$ cat config.mk
export PLATFORM = sky130hd
export DESIGN_NAME = pin_group_arbiter_flat
export DESIGN_NICKNAME = d
export VERILOG_FILES = /design/src/rtl/pin_group_arbiter_pkg.sv /design/src/rtl/pin_group_arbiter_if.sv /design/src/rtl/pin_group_arbiter_rr_pick.sv /design/src/rtl/pin_group_arbiter.sv /design/src/flat_wrapper.sv
export SDC_FILE = /design/constraint.sdc
export NUM_CORES = 1
export LEC_CHECK = 0
export BUFFER_PORTS_ARGS = -buffer_cell sky130_fd_sc_hd__buf_4
export CAP_MARGIN = 20
export CORE_MARGIN = 5
export CORE_UTILIZATION = 37
export DETAILED_ROUTE_END_ITERATION = 8
export PLACE_DENSITY = 0.77
export SYNTH_ARGS = -nofsm -noshare
export SYNTH_HDL_FRONTEND = slang
export SYNTH_SLANG_ARGS = --single-unit
$ cat constraint.sdc
create_clock -name clk_sys_i -period 2.6 [get_ports clk_sys_i]
set_input_delay 0 -clock clk_sys_i [delete_from_list [all_inputs] [get_ports clk_sys_i]]
set_output_delay 0 -clock clk_sys_i [all_outputs]
set_load 0.02 [all_outputs]
$ cat src/rtl/pin_group_arbiter_pkg.sv
// Shared types and defaults for the pin-group arbiter: FSM state encoding,
// default sizing constants and an index-width helper.
package pin_group_arbiter_pkg;

  typedef enum logic [1:0] {
    IDLE       = 2'd0,
    OWNED      = 2'd1,
    TURNAROUND = 2'd2
  } pin_arb_state_e;

  localparam int unsigned PinArbNumReq     = 4;
  localparam int unsigned PinArbPinWidth   = 8;
  localparam int unsigned PinArbTurnaround = 4;

  // Keeps index vectors at least one bit wide for degenerate requester counts.
  function automatic int unsigned pin_arb_idx_w(input int unsigned n);
    return (n > 1) ? $clog2(n) : 1;
  endfunction

endpackage

$ cat src/rtl/pin_group_arbiter_if.sv
// Bundle between the requesting peripherals / pin buffers and the arbiter.
// The slave modport is the arbiter's view; master is the surrounding fabric.
interface pin_group_arbiter_if
  import pin_group_arbiter_pkg::*;
#(
  parameter int unsigned NumReq   = PinArbNumReq,
  parameter int unsigned PinWidth = PinArbPinWidth
);

  localparam int unsigned IdxW = pin_arb_idx_w(NumReq);

  logic [NumReq-1:0]                req_i;
  logic [NumReq-1:0]                grant_o;
  logic [NumReq-1:0][PinWidth-1:0]  req_pin_i;
  logic [NumReq-1:0][PinWidth-1:0]  req_pin_en_i;
  logic [NumReq-1:0][PinWidth-1:0]  req_pin_o;
  logic [PinWidth-1:0]              pin_o;
  logic [PinWidth-1:0]              pin_en_o;
  logic [PinWidth-1:0]              pin_i;
  logic [IdxW-1:0]                  owner_o;
  logic                             busy_o;

  modport slave (
    input  req_i, req_pin_i, req_pin_en_i, pin_i,
    output grant_o, req_pin_o, pin_o, pin_en_o, owner_o, busy_o
  );

  modport master (
    output req_i, req_pin_i, req_pin_en_i, pin_i,
    input  grant_o, req_pin_o, pin_o, pin_en_o, owner_o, busy_o
  );

endinterface

$ cat src/rtl/pin_group_arbiter_rr_pick.sv
// Combinational round-robin picker: first eligible request at or after the
// pointer; excluded requesters lose unless nobody else is asking.
module pin_group_arbiter_rr_pick
  import pin_group_arbiter_pkg::*;
#(
  parameter int unsigned NumReq = PinArbNumReq,
  localparam int unsigned IdxW  = pin_arb_idx_w(NumReq)
) (
  input  logic [NumReq-1:0] i_req,
  input  logic [IdxW-1:0]   i_ptr,
  input  logic [NumReq-1:0] i_excl,
  output logic [NumReq-1:0] o_onehot,
  output logic [IdxW-1:0]   o_idx,
  output logic              o_valid
);

  logic [NumReq-1:0] w_masked;
  logic [NumReq-1:0] w_elig;
  logic [IdxW-1:0]   w_k;

  always_comb begin
    w_masked = i_req & ~i_excl;
    w_elig   = (|w_masked) ? w_masked : i_req;
    o_onehot = '0;
    o_idx    = '0;
    o_valid  = 1'b0;
    w_k      = '0;
    for (int unsigned i = 0; i < NumReq; i++) begin
      w_k = IdxW'((32'(i_ptr) + i) % NumReq);
      if (!o_valid && w_elig[w_k]) begin
        o_valid     = 1'b1;
        o_idx       = w_k;
        o_onehot[w_k] = 1'b1;
      end
    end
  end

endmodule

$ cat src/rtl/pin_group_arbiter.sv
// Round-robin owner of a shared header-pin group, with a tri-state turnaround
// window on every hand-over and an optional tenure limit while others wait.
module pin_group_arbiter
  import pin_group_arbiter_pkg::*;
#(
  parameter int unsigned NumReq           = PinArbNumReq,
  parameter int unsigned PinWidth         = PinArbPinWidth,
  parameter int unsigned TurnaroundCycles = PinArbTurnaround,
  parameter int unsigned MaxHoldCycles    = 0
) (
  input  logic                clk_sys_i,
  input  logic                rst_sys_ni,
  pin_group_arbiter_if.slave  arb
);

  localparam int unsigned IdxW   = pin_arb_idx_w(NumReq);
  localparam int unsigned TcntW  = $clog2(TurnaroundCycles + 1);
  localparam int unsigned HoldW  = (MaxHoldCycles > 0) ? $clog2(MaxHoldCycles + 1) : 1;
  localparam bit          HoldEn = (MaxHoldCycles > 0);

  pin_arb_state_e    r_state, w_state_d;
  logic [IdxW-1:0]   r_owner, w_owner_d;
  logic [NumReq-1:0] r_grant, w_grant_d;
  logic [IdxW-1:0]   r_ptr,   w_ptr_d;
  logic [TcntW-1:0]  r_tcnt,  w_tcnt_d;
  logic [HoldW-1:0]  r_hold,  w_hold_d;
  logic [NumReq-1:0] r_excl,  w_excl_d;

  logic [NumReq-1:0] w_pick_onehot;
  logic [IdxW-1:0]   w_pick_idx;
  logic              w_pick_valid;
  logic              w_take;
  logic              w_owner_req;
  logic              w_others;
  logic              w_hold_hit;

  pin_group_arbiter_rr_pick #(
    .NumReq (NumReq)
  ) u_pick (
    .i_req    (arb.req_i),
    .i_ptr    (r_ptr),
    .i_excl   (r_excl),
    .o_onehot (w_pick_onehot),
    .o_idx    (w_pick_idx),
    .o_valid  (w_pick_valid)
  );

  assign w_owner_req = arb.req_i[r_owner];
  assign w_others    = |(arb.req_i & ~r_grant);
  assign w_hold_hit  = (32'(r_hold) + 32'd1) >= MaxHoldCycles;

  always_ff @(posedge clk_sys_i) begin
    if (!rst_sys_ni) begin
      r_state <= IDLE;
      r_owner <= '0;
      r_grant <= '0;
      r_ptr   <= '0;
      r_tcnt  <= '0;
      r_hold  <= '0;
      r_excl  <= '0;
    end else begin
      r_state <= w_state_d;
      r_owner <= w_owner_d;
      r_grant <= w_grant_d;
      r_ptr   <= w_ptr_d;
      r_tcnt  <= w_tcnt_d;
      r_hold  <= w_hold_d;
      r_excl  <= w_excl_d;
    end
  end

  always_comb begin
    w_state_d = r_state;
    w_owner_d = r_owner;
    w_grant_d = r_grant;
    w_ptr_d   = r_ptr;
    w_tcnt_d  = r_tcnt;
    w_hold_d  = r_hold;
    w_excl_d  = r_excl;
    w_take    = 1'b0;

    unique case (r_state)
      IDLE: begin
        w_take = w_pick_valid;
      end
      OWNED: begin
        // A simultaneous release and revoke resolves as a plain release.
        if (!w_owner_req || (HoldEn && w_others && w_hold_hit)) begin
          w_state_d = TURNAROUND;
          w_grant_d = '0;
          w_owner_d = '0;
          w_tcnt_d  = TcntW'(TurnaroundCycles - 1);
          w_excl_d  = w_owner_req ? r_grant : '0;
        end else if (HoldEn && w_others) begin
          w_hold_d = r_hold + 1'b1;
        end
      end
      TURNAROUND: begin
        if (r_tcnt == '0) begin
          w_excl_d = '0;
          if (w_pick_valid) begin
            w_take = 1'b1;
          end else begin
            w_state_d = IDLE;
          end
        end else begin
          w_tcnt_d = r_tcnt - 1'b1;
        end
      end
      default: begin
        w_state_d = IDLE;
      end
    endcase

    if (w_take) begin
      w_state_d = OWNED;
      w_owner_d = w_pick_idx;
      w_grant_d = w_pick_onehot;
      w_ptr_d   = (w_pick_idx == IdxW'(NumReq - 1)) ? '0 : w_pick_idx + 1'b1;
      w_hold_d  = '0;
      w_excl_d  = '0;
    end
  end

  always_comb begin
    arb.pin_o     = '0;
    arb.pin_en_o  = '0;
    arb.req_pin_o = '0;
    if (r_state == OWNED) begin
      arb.pin_o              = arb.req_pin_i[r_owner];
      arb.pin_en_o           = arb.req_pin_en_i[r_owner];
      arb.req_pin_o[r_owner] = arb.pin_i;
    end
  end

  assign arb.grant_o = r_grant;
  assign arb.owner_o = r_owner;
  assign arb.busy_o  = (r_state != IDLE);

endmodule

$ cat src/flat_wrapper.sv
// flat-port wrapper written by rule: the top's interface ports become plain ports
module pin_group_arbiter_flat import pin_group_arbiter_pkg::*;
#(
  parameter int unsigned NumReq           = PinArbNumReq,
  parameter int unsigned PinWidth         = PinArbPinWidth,
  parameter int unsigned TurnaroundCycles = PinArbTurnaround,
  parameter int unsigned MaxHoldCycles    = 0
)
  (clk_sys_i, rst_sys_ni, arb_req_i, arb_req_pin_i, arb_req_pin_en_i, arb_pin_i, arb_grant_o, arb_req_pin_o, arb_pin_o, arb_pin_en_o, arb_owner_o, arb_busy_o);
  pin_group_arbiter_if #(.NumReq(NumReq), .PinWidth(PinWidth)) arb_i ();
  input  logic clk_sys_i;
  input  logic rst_sys_ni;
  input wire logic [$bits(arb_i.req_i)-1:0] arb_req_i;
  input wire logic [$bits(arb_i.req_pin_i)-1:0] arb_req_pin_i;
  input wire logic [$bits(arb_i.req_pin_en_i)-1:0] arb_req_pin_en_i;
  input wire logic [$bits(arb_i.pin_i)-1:0] arb_pin_i;
  output wire logic [$bits(arb_i.grant_o)-1:0] arb_grant_o;
  output wire logic [$bits(arb_i.req_pin_o)-1:0] arb_req_pin_o;
  output wire logic [$bits(arb_i.pin_o)-1:0] arb_pin_o;
  output wire logic [$bits(arb_i.pin_en_o)-1:0] arb_pin_en_o;
  output wire logic [$bits(arb_i.owner_o)-1:0] arb_owner_o;
  output wire logic [$bits(arb_i.busy_o)-1:0] arb_busy_o;
  assign arb_i.req_i = arb_req_i;
  assign arb_i.req_pin_i = arb_req_pin_i;
  assign arb_i.req_pin_en_i = arb_req_pin_en_i;
  assign arb_i.pin_i = arb_pin_i;
  assign arb_grant_o = arb_i.grant_o;
  assign arb_req_pin_o = arb_i.req_pin_o;
  assign arb_pin_o = arb_i.pin_o;
  assign arb_pin_en_o = arb_i.pin_en_o;
  assign arb_owner_o = arb_i.owner_o;
  assign arb_busy_o = arb_i.busy_o;
  pin_group_arbiter #(.NumReq(NumReq), .PinWidth(PinWidth), .TurnaroundCycles(TurnaroundCycles), .MaxHoldCycles(MaxHoldCycles)) u_core (.clk_sys_i(clk_sys_i), .rst_sys_ni(rst_sys_ni), .arb(arb_i));
endmodule
== After elaboration in Yosys (flattened, before gate mapping) ==
Cells that the tools add are included.

* Add/subtract/negate cells: 5
* Reduce and logical (&&, ||, !) cells: 23
* $lt $le $gt $ge: 10
* Equal/unequal tests: 12
* Bitwise operators: 8
* Mux-type cells: 60

{| class="wikitable"
|+ Operators by type and width
! kind !! number
|-
| $mux 8 || 5
|-
| $mux 4 || 9
|-
| $and 32x32->32 || 1
|-
| $bmux 8 s2 || 2
|-
| $mux 32 || 1
|-
| $mux 2 || 11
|-
| $demux 8 s2 || 1
|-
| $mux 1 || 16
|-
| $lt 2x3->1 const B || 5
|-
| $or 4x4->4 || 3
|-
| $bmux 1 s2 || 5
|-
| $ge 2x1->1 const B || 5
|-
| $demux 1 s2 || 4
|-
| $logic_and 1x1->1 || 8
|-
| $pmux 4 s2 || 1
|-
| $reduce_and 4->1 || 2
|-
| $mux 3 || 2
|-
| $ne 2x1->1 const B || 3
|-
| $ne 2x2->1 const B || 3
|-
| $pmux 2 s3 || 1
|-
| $pmux 3 s2 || 1
|-
| $reduce_and 3->1 || 2
|-
| $reduce_bool 2->1 || 3
|-
| $add 2x1->2 const B || 2
|-
| other kinds (17) || 22
|}

* Bits of input ports: 78
* Word-level logic and storage cells: 125
* Output and inout bits: 55
* Register bits after elaboration: 17

== Depth between registers and ports, before layout ==
Gate-level depths: netlist (run 1).

* Depth in word-level cells: 21
* Depth in mapped cells: 9
* Gate-level depth less buffers: 7

== Hierarchy ==
From an unflattened synthesis (run 1), not the netlist that was laid out.

* Cells, all modules: 233
* Area, all modules: 1980.6 µm²

{| class="wikitable"
|+ Modules (own cells, without submodules)
! module !! sequential area each (µm²) !! instances !! cells each !! area each (µm²)
|-
| pin_group_arbiter || 260.2 || 1 || 155 || 1400.1
|-
| pin_group_arbiter_rr_pick || 0.0 || 1 || 78 || 580.6
|}

== Worst setup path after synthesis (run 1) ==
No wires, ideal clock.

* Path type: reg2reg
* Start: reg with a tool-made name
* End: reg u_core.r_ptr[1]
* Path slack: 131 ps
* Clock period less this slack: 2469 ps
* Library setup time: 62 ps
* Arrival time: 2407 ps
* Cell stages (with the launch flop): 10
* Data required time: 2538 ps
* Path buffers: 2
* Cells stage by stage: dfxtp_1 buf_2 inv_1 ha_1 buf_6 mux4_2 nor2b_4 o21ai_2 a2111o_1 nand3_1

{| class="wikitable"
|+ RTL lines
! element !! line !! RTL
|-
| to (signal assigned) || pin_group_arbiter.sv:65 || <nowiki>r_ptr <= w_ptr_d;</nowiki>
|-
| to (decl) || pin_group_arbiter.sv:24 || <nowiki>logic [IdxW-1:0] r_ptr, w_ptr_d;</nowiki>
|}

== Worst setup path in the final report (run 1) ==
* Start: reg u_core.r_ptr[1]
* End: reg u_core.r_ptr[1]

* Word-level cells in the longest chain between the ends: 15
* Elaborated cells between the ends (all ways): 31
* Those cells by class: add/sub: 4; eq/ne: 1; mux: 20; reduce/logical: 6

{| class="wikitable"
|+ Ends and longest elaborated chain
! element
|-
| branches (longest 15 deep; another with $add 2x1->2)
|}

Several ways; the timed one is not identified. The select of a mux whose other input is x is not followed.
A chain may end at the register's enable or synchronous reset.

==> metrics.txt, run 1 <==
PwrDens 666 nW/µm²; Buf/Inv on CP 1; relative slew slack 67.8%; CTS hold repair buffers 0; drt pass-1 iters 4; cell area after synthesis 1810 µm²; Hold Vio Cnt, Final 0; required time of the critical path 2.79 ns; All-Layer GR Usage 21.5%; Startpoint Class flip-flop; nets 433; area of the core 4720 µm²; Final TNS setup 0 ns; vias in the first global route 2130; hold_ws 0.0348 ns; pins over their slew limit 0; Max FO, Critical Path 7; total of fill cells in the finished design 438; post-CTS sizing 0; Post-synth top flop dfxtp_1; period utilization 90.5%; Top delay family on crit path multiplexers; Post-Synthesis Cells 214; syn_area_per_cell 8.45 µm²; dpl cell area 2860 µm²; Ports 133; post-synth top area share 23.7%; Area contributors post-synth mux4_2 (24%), dfxtp_1 (14%), ha_1 (9.0%); DRT antenna net count 0; post-route design area 2910 µm²; CTS tree yes; CTS root buf clkbuf_8; first-pass GRT wire length 10800 µm; Post-synth EDFFs 0; Final setup viols 0; yosys warns 0; sequential share of the synthesized area 14.4%; Clock Sink Count 13; die height 79.9 µm; FP Rows 25; initial cell density of the core 38.3%; area leader, netlist mux4_2; Die Area 6390 µm²; CTS Buf Count 3; worst-path cell chain inv_1 > ha_1 > mux4_2 > nor2b_4 > o21ai_2 > a2111o_1 > nand3_1; H-tree levels 1; HPWL after DPL 5790 µm; Post-Syn Nets 305; Die X 79.9 µm; CTS clk-pin slew, worst paths 0.06 ns; Final min period 2.35 ns; max_cap viols 0; antenna violations before repair 0; post-synth cell types 48; Setup WS pre-CTS 0.292 ns; WS Path Type reg2reg; CP Data Arrival Time 2.54 ns; final WL 7020 µm; skew final 0.00407 ns; clk buf depth 2; global route overflow 0; slowest stage cell, crit path mux4_2; crit end category flip-flop; dpl cells 404; worst min path class in2reg; Largest stage delay, worst path 0.64 ns; RSZ-0062 raised after global routing no; VDD IR-drop max 462 µV; Layout Cells excl Fill 408; DRT iter0 DRCs 74; status finished, final reports clean; Setup Fix Bufs, Post-CTS 0; ranking of synthesized cells by instance count nor2_1 (43), and2_1 (19), mux4_2 (19); Via density 5.20; most numerous cell in the Yosys netlist nor2_1; I/O Buffers 132; Worst-Margin Slew 0.479 ns; fmax 0.425 GHz; fraction of layout cells with a size suffix above 1 49.9%; fraction of registers with async set/reset 0%; largest net degree at the start of global routing 27; final worst slack 0.246 ns; slack of the worst reg-to-reg path 0.25 ns; DR DRC count 0; worst-skew pair later-pin latency 0.24 ns; synthesis-to-finish area growth 60.7%; Placer Congestion 0.842; DR WL/cell 17.2 µm; static leakage 1.36 nW; post-synthesis register bit count 13; diode count 0; Vias 2123
==> state kept, by name, indices dropped and copies added (netlist names), named ones only <==
| name | count |
|---|---|
| u_core.arb.grant_o | 4 |
| u_core.arb.owner_o | 2 |
| u_core.r_ptr | 1 |
| u_core.r_state | 2 |
| u_core.r_tcnt | 3 |
==> cell usage in the layout (no fill, tap or decap), drive strengths merged, types with 2 or more instances in the layout <==
| cell | instances |
|---|---|
| a21o | 2 |
| inv | 11 |
| and2 | 19 |
| nand3b | 2 |
| nor2 | 43 |
| buf | 139 |
| nand2 | 9 |
| nor3 | 2 |
| ha | 13 |
| dfxtp | 13 |
| clkbuf | 4 |
| nand2b | 2 |
| nand4 | 2 |
| mux4 | 19 |
| a22o | 4 |
| nor2b | 5 |
| a21oi | 4 |
| o21ai | 13 |
| mux2i | 8 |
| a31oi | 4 |
| a22oi | 2 |
| nand3 | 2 |
| a21boi | 2 |
==> area by class of cell <==
| type | instances | area [µm²] | share of cell area [%] |
|---|---|---|---|
| inverters | 11 | 41.3 | 1.42 |
| flip-flops and latches | 13 | 260 | 8.95 |
| repair buffers | 139 | 1040 | 35.9 |
| well taps | 67 | 83.8 | 2.88 |
| multi-input cells | 174 | 1430 | 49.3 |
| clock buffers | 4 | 45.0 | 1.55 |
==> cell families (layout without fill, tap and decap cells) <==
family	after synthesis	in the layout	share of synthesized area [%]
and+or+nand+nor	93	93	26.1
xor gates and xnor gates	1	1	0.484
buffers and inverters	27	154	6.36
DFF	13	13	14.4
adders and majority gates	13	13	8.99
muxes	28	28	28.7
AOI/OAI and AO/OA	39	39	14.9
==> power by group <==
part / switching [mW] / leakage (nW) / internal (mW) / total [mW]
Sequential: 0.0308 / 0.107 / 0.251 / 0.282
Combinational: 0.768 / 1.23 / 0.706 / 1.47
Clock: 0.0721 / 0.0228 / 0.108 / 0.180
Total: 0.871 / 1.36 / 1.07 / 1.94
==> stage by stage <==
stage / utilization [%] / power [mW]
6_report: 61.6 / 1.94
2_1_floorplan: - / 1.30
3_5_place_dp: 60.6 / 1.76
5_1_grt: 61.6 / 2.08
3_3_place_gp: 60.6 / 1.74
4_1_cts: 61.6 / 1.95
==> final timing paths <==
kind	startpoint	endpoint	cells past startpoint
setup / recovery	u_core.r_ptr[1]	u_core.r_ptr[1]	7
setup reg to reg	u_core.r_ptr[1]	u_core.r_ptr[1]	7
hold reg to reg	u_core.r_tcnt[1]	u_core.r_tcnt[1]	2
hold / removal	rst_sys_ni	u_core.arb.owner_o[0]	2
==> routing by layer <==
layer	vias up	routed length (µm)	track usage [%]
li1	1024	-	-
met1	995	2600	23.6
met2	93	3600	40.6
met3	11	664	4.40
met4	0	152	6.59
met5	-	0	0
Note: power is estimated with default switching activity, not from simulation.
==> inputs of run 2 (changes only) <==
--- a/config.mk
+++ b/config.mk
@@ -5,6 +5,7 @@
 export SDC_FILE = /design/constraint.sdc
 export NUM_CORES = 1
 export LEC_CHECK = 0
+export ABC_AREA = 1
 export BUFFER_PORTS_ARGS = -buffer_cell sky130_fd_sc_hd__buf_4
 export CAP_MARGIN = 20
 export CORE_MARGIN = 5
==> metrics.txt, run 2 <==
Ports 133; Post-synth top flop dfxtp_1; largest net degree at the start of global routing 18; fmax 0.438 GHz; CTS root buf clkbuf_8; Clock Sink Count 13; die height 79.7 µm; DRT antenna net count 0; post-synth cell types 30; crit end category flip-flop; CP Data Arrival Time 2.42 ns; mux share of post-synthesis cell area 0%; drt pass-1 iters 4; nets 509; simple-gate share of the synthesized area 41.2%; Post-Syn Nets 378; static leakage 1.43 nW; Final TNS setup 0 ns; syn_area_per_cell 6.26 µm²; slowest stage cell, crit path dfxtp_1; VDD IR-drop max 598 µV; Buf/Inv on CP 2; antenna violations before repair 0; DRT iter0 DRCs 135; post-synthesis register bit count 13; commonest non-fill, non-tap cell in the layout buf_4; adder-cell area share of the yosys netlist 9.05%; area leader, netlist dfxtp_1; most numerous cell in the Yosys netlist nand2_1; most frequent cells in the layout buf_4 (136), nand2_1 (52), nor2_1 (38); combinational share of power 82.4%; CTS Buf Count 3; largest family of logic cells by synthesized area simple AND/OR/NAND/NOR gates; synthesis-to-finish area growth 61.2%; Clk pwr share 5.8%; RSZ-0062 raised after global routing no; WS Path Type reg2reg; first-pass GRT wire length 11300 µm; Top delay family on crit path simple AND/OR/NAND/NOR gates; PwrDens 1070 nW/µm²; FP Rows 25; P_int 1.31 mW; area of the core 4720 µm²; I/O Buffers 132; Final min period 2.28 ns; Via density 5.18; sequential share of the synthesized area 14.5%; CTS tree yes; part of the power in registers 11.8%; clk buf depth 2; max FFs per register 4; Area contributors post-synth dfxtp_1 (14%), a22oi_1 (13%), nand2_1 (11%); vias in the first global route 2366; final WL 7150 µm; CTS hold repair buffers 0; ranking of synthesized cells by instance count nand2_1 (52), nor2_1 (38), a21oi_1 (32), a22oi_1 (32), nand3_1 (28); status finished, final reports clean; Hold Vio Cnt, Final 0; Vias 2509; Post-Synthesis Cells 287; HPWL after DPL 5720 µm; Post-synth EDFFs 0; Max FO, Critical Path 9; worst min path class in2reg; period utilization 87.8%; yosys warns 0; required time of the critical path 2.73 ns; relative slew slack 64.9%; Setup Fix Bufs, Post-CTS 0; DR WL/cell 14.8 µm; Worst-Margin Slew 0.523 ns; Startpoint Class flip-flop; Largest stage delay, worst path 0.58 ns; worst-path cell chain inv_1 > ha_1 > inv_1 > nand3_1 > nand2_2 > nor2_4 > nand2_1 > nand3_2 > nand2_1 > nand2_1 > nand3_1 > nand2_1; pins over their slew limit 0; overall power 3.11 mW; Post-Route Utilization 61.3%; initial cell density of the core 38.0%; DR DRC count 0; post-CTS sizing 0; switching portion of total power 57.7%; diode count 0; Synth Area in Compound Gates 26.0%; fraction of registers with async set/reset 0%; hold_ws 0.0269 ns; max_cap viols 0; cell area after synthesis 1800 µm²; Final setup viols 0; worst-skew pair later-pin latency 0.25 ns; fraction of layout cells with a size suffix above 1 40.3%; Die Area 6350 µm²; Post-Synth XOR/XNOR Area 0.487%; skew final 0.00659 ns; CTS clk-pin slew, worst paths 0.05 ns; All-Layer GR Usage 21.9%; post-synth top area share 14.5%; Placer Congestion 0.957; Die X 79.7 µm; global route overflow 0; H-tree levels 1; net switching power figure 1.79 mW; Worst path most repeated cell nand2_1
run 2: changes by cell type after synthesis, moves of 19 or more:
cell / before / now
nand2_1: 9 / 52
a22oi_1: 2 / 32
nand3_1: 2 / 28
mux4_2: 19 / 0
and2_1: 19 / 0
a21oi_1: 4 / 32
run 2: final timing paths:
path | start | end | slack (ns) | cells after the start
worst max-delay path | u_core.r_ptr[1] | u_core.r_ptr[1] | 0.32 | 12
worst max register to register | u_core.r_ptr[1] | u_core.r_ptr[1] | 0.32 | 12
worst min-delay path | rst_sys_ni | u_core.r_tcnt[1] | 0.03 | 3
worst min register to register | u_core.r_tcnt[0] | u_core.r_tcnt[0] | 0.46 | 2
run 2: metal layers:
layer  global-route usage (%)  vias to the layer above  wire length, µm
met5                        0                        -                0
met4                     3.09                        0               42
met3                     4.18                        7              629
met2                     40.0                       99             3650
met1                     26.9                     1148             2840
li1                         -                     1255                -
run 2: cell type report:
cell class / count / area (µm²)
fill: 476 / 1830
multi-input combinational: 237 / 1380
timing repair buffer: 136 / 1020
sequential: 13 / 260
inverter: 27 / 106
tap: 67 / 83.8
clock buffer: 4 / 45.0
run 2: worst min-delay path, cell delays in order:
cell,delay (ns)
buf_4,0.12
o21ai_0,0.06
a21oi_1,0.04
run 2: metrics by stage:
stage	setup WS (ns)	cell area, µm²	instances
floorplan	0.668	1800	287
global placement	0.487	2850	480
detailed placement	0.377	2850	480
CTS	0.363	2900	484
global route	0.120	2900	484
finish	0.316	2900	484
run 2: power by group through the flow:
stage / sequential (mW) / combinational (mW) / clock (mW)
final: 0.366 / 2.56 / 0.181
after global routing: 0.378 / 2.84 / 0.198
after CTS: 0.365 / 2.56 / 0.191
after detailed placement: 0.368 / 2.55 / 0
after global placement: 0.364 / 2.52 / 0
after floorplan: 0.392 / 1.72 / 0
run 2: cell families (layout without fill, tap and decap cells):
| logic type | after synthesis | after routing |
|---|---|---|
| fa+ha+maj | 13 | 13 |
| flops | 13 | 13 |
| buf+inv | 37 | 167 |
| simple gates | 149 | 149 |
| compound gates | 74 | 74 |
| xor+xnor | 1 | 1 |
==> inputs of run 3 (changes only) <==
--- a/config.mk
+++ b/config.mk
@@ -12,6 +12,8 @@
 export CORE_UTILIZATION = 37
 export DETAILED_ROUTE_END_ITERATION = 8
 export PLACE_DENSITY = 0.77
+export REMOVE_ABC_BUFFERS = 1
+export SLEW_MARGIN = 20
 export SYNTH_ARGS = -nofsm -noshare
 export SYNTH_HDL_FRONTEND = slang
 export SYNTH_SLANG_ARGS = --single-unit
==> metrics.txt, run 3 (synthesized netlist as in run 2, its figures left out) <==
status finished, final reports clean; most frequent cells in the layout buf_4 (136), nand2_1 (52), nor2_1 (38); H-tree levels 1; crit end category flip-flop; Startpoint Class flip-flop; DR WL/cell 15.4 µm; worst min path class in2reg; static leakage 1.43 nW; skew final 0.00333 ns; Worst-Margin Slew 0.496 ns; Layout Cells excl Fill 484; DR DRC count 0; hold_ws 0.0413 ns; DRT antenna net count 0; CTS tree yes; dpl cell area 2850 µm²; drt pass-1 iters 5; required time of the critical path 2.71 ns; nets 509; fraction of layout cells with a size suffix above 1 40.3%; All-Layer GR Usage 22.5%; Clock Sink Count 13; die height 79.7 µm; CP Data Arrival Time 2.27 ns; I/O Buffers 132; first-pass GRT wire length 11800 µm; vias in the first global route 2438; Die X 79.7 µm; post-route design area 2900 µm²; clk buf depth 2; initial cell density of the core 38.0%; VDD IR-drop max 652 µV; Setup Fix Bufs, Post-CTS 0; CTS clk-pin slew, worst paths 0.06 ns; CTS root buf clkbuf_8; Placer Congestion 0.924; Vias 2530; Die Area 6350 µm²; relative slew slack 66.7%; switching portion of total power 57.5%; PwrDens 1070 nW/µm²; post-CTS sizing 0; Final min period 2.16 ns; fmax 0.463 GHz; pins over their slew limit 0; Clk pwr share 5.8%; worst-skew pair later-pin latency 0.24 ns; combinational share of power 82.3%; period utilization 83.0%; largest net degree at the start of global routing 18; Ports 133; net switching power figure 1.77 mW; part of the power in registers 11.8%; WS Path Type reg2reg; P_int 1.31 mW; commonest non-fill, non-tap cell in the layout buf_4; CTS hold repair buffers 0; Final setup viols 0; global route overflow 0; Final TNS setup 0 ns; max FFs per register 4; dpl cells 480; diode count 0; Max FO, Critical Path 12; area of the core 4720 µm²; Hold Vio Cnt, Final 0; HPWL after DPL 6020 µm; synthesis-to-finish area growth 61.2%; max_cap viols 0; Via density 5.23; final WL 7440 µm; FP Rows 25; RSZ-0062 raised after global routing no; DRT iter0 DRCs 115; antenna violations before repair 0; CTS Buf Count 3
[run 3: per-stage QoR]
| stage | util, % | setup slack, ns | power [mW] |
|---|---|---|---|
| after floorplan | - | 0.668 | 2.05 |
| after global placement | 60.4 | 0.533 | 2.88 |
| after detailed placement | 60.4 | 0.461 | 2.89 |
| after CTS | 61.3 | 0.446 | 3.09 |
| after global routing | 61.3 | 0.210 | 3.40 |
| final | 61.3 | 0.441 | 3.09 |
[run 3: path summary, 6_finish.rpt]
kind                                        from               endpoint  slack, ns  cells past startpoint
worst max-delay path                   flip-flop  u_core.arb.owner_o[0]       0.44                     11
worst min-delay path                  rst_sys_ni              flip-flop       0.04                      3
worst max register to register         flip-flop  u_core.arb.owner_o[0]       0.44                     11
worst min register to register  u_core.r_tcnt[0]       u_core.r_tcnt[0]       0.47                      2
[run 3: power groups by stage]
| stage | registers [mW] | clock network, mW | logic (mW) |
|---|---|---|---|
| finish | 0.366 | 0.180 | 2.54 |
| global route | 0.380 | 0.193 | 2.82 |
| CTS | 0.365 | 0.183 | 2.55 |
| detailed placement | 0.368 | 0 | 2.53 |
| global placement | 0.364 | 0 | 2.51 |
| floorplan | 0.407 | 0 | 1.65 |
[run 3: cell type report]
type                    count  area, µm²
well taps                  67       83.8
multi-input cells         237       1380
clock buffers               4       45.0
fillers                   439       1830
flip-flops and latches     13        260
inverters                  27        106
repair buffers            136       1020
[run 3: layer usage]
layer | vias up | track usage, % | wire length (µm)
met5 | - | 0 | 0
met2 | 118 | 40.5 | 3720
met4 | 0 | 4.98 | 122
li1 | 1253 | - | -
met3 | 10 | 3.84 | 658
met1 | 1149 | 27.7 | 2950
[run 3: critical path: stages (launching register included)]
cell     delay, ns
dfxtp_1       0.59
inv_4         0.15
ha_1          0.38
inv_1         0.11
nand3_1       0.11
nand2_2       0.12
nor2_4        0.17
nand2_1       0.10
nand3_2       0.11
nand2_1       0.06
nand2_1       0.07
a21oi_1       0.06
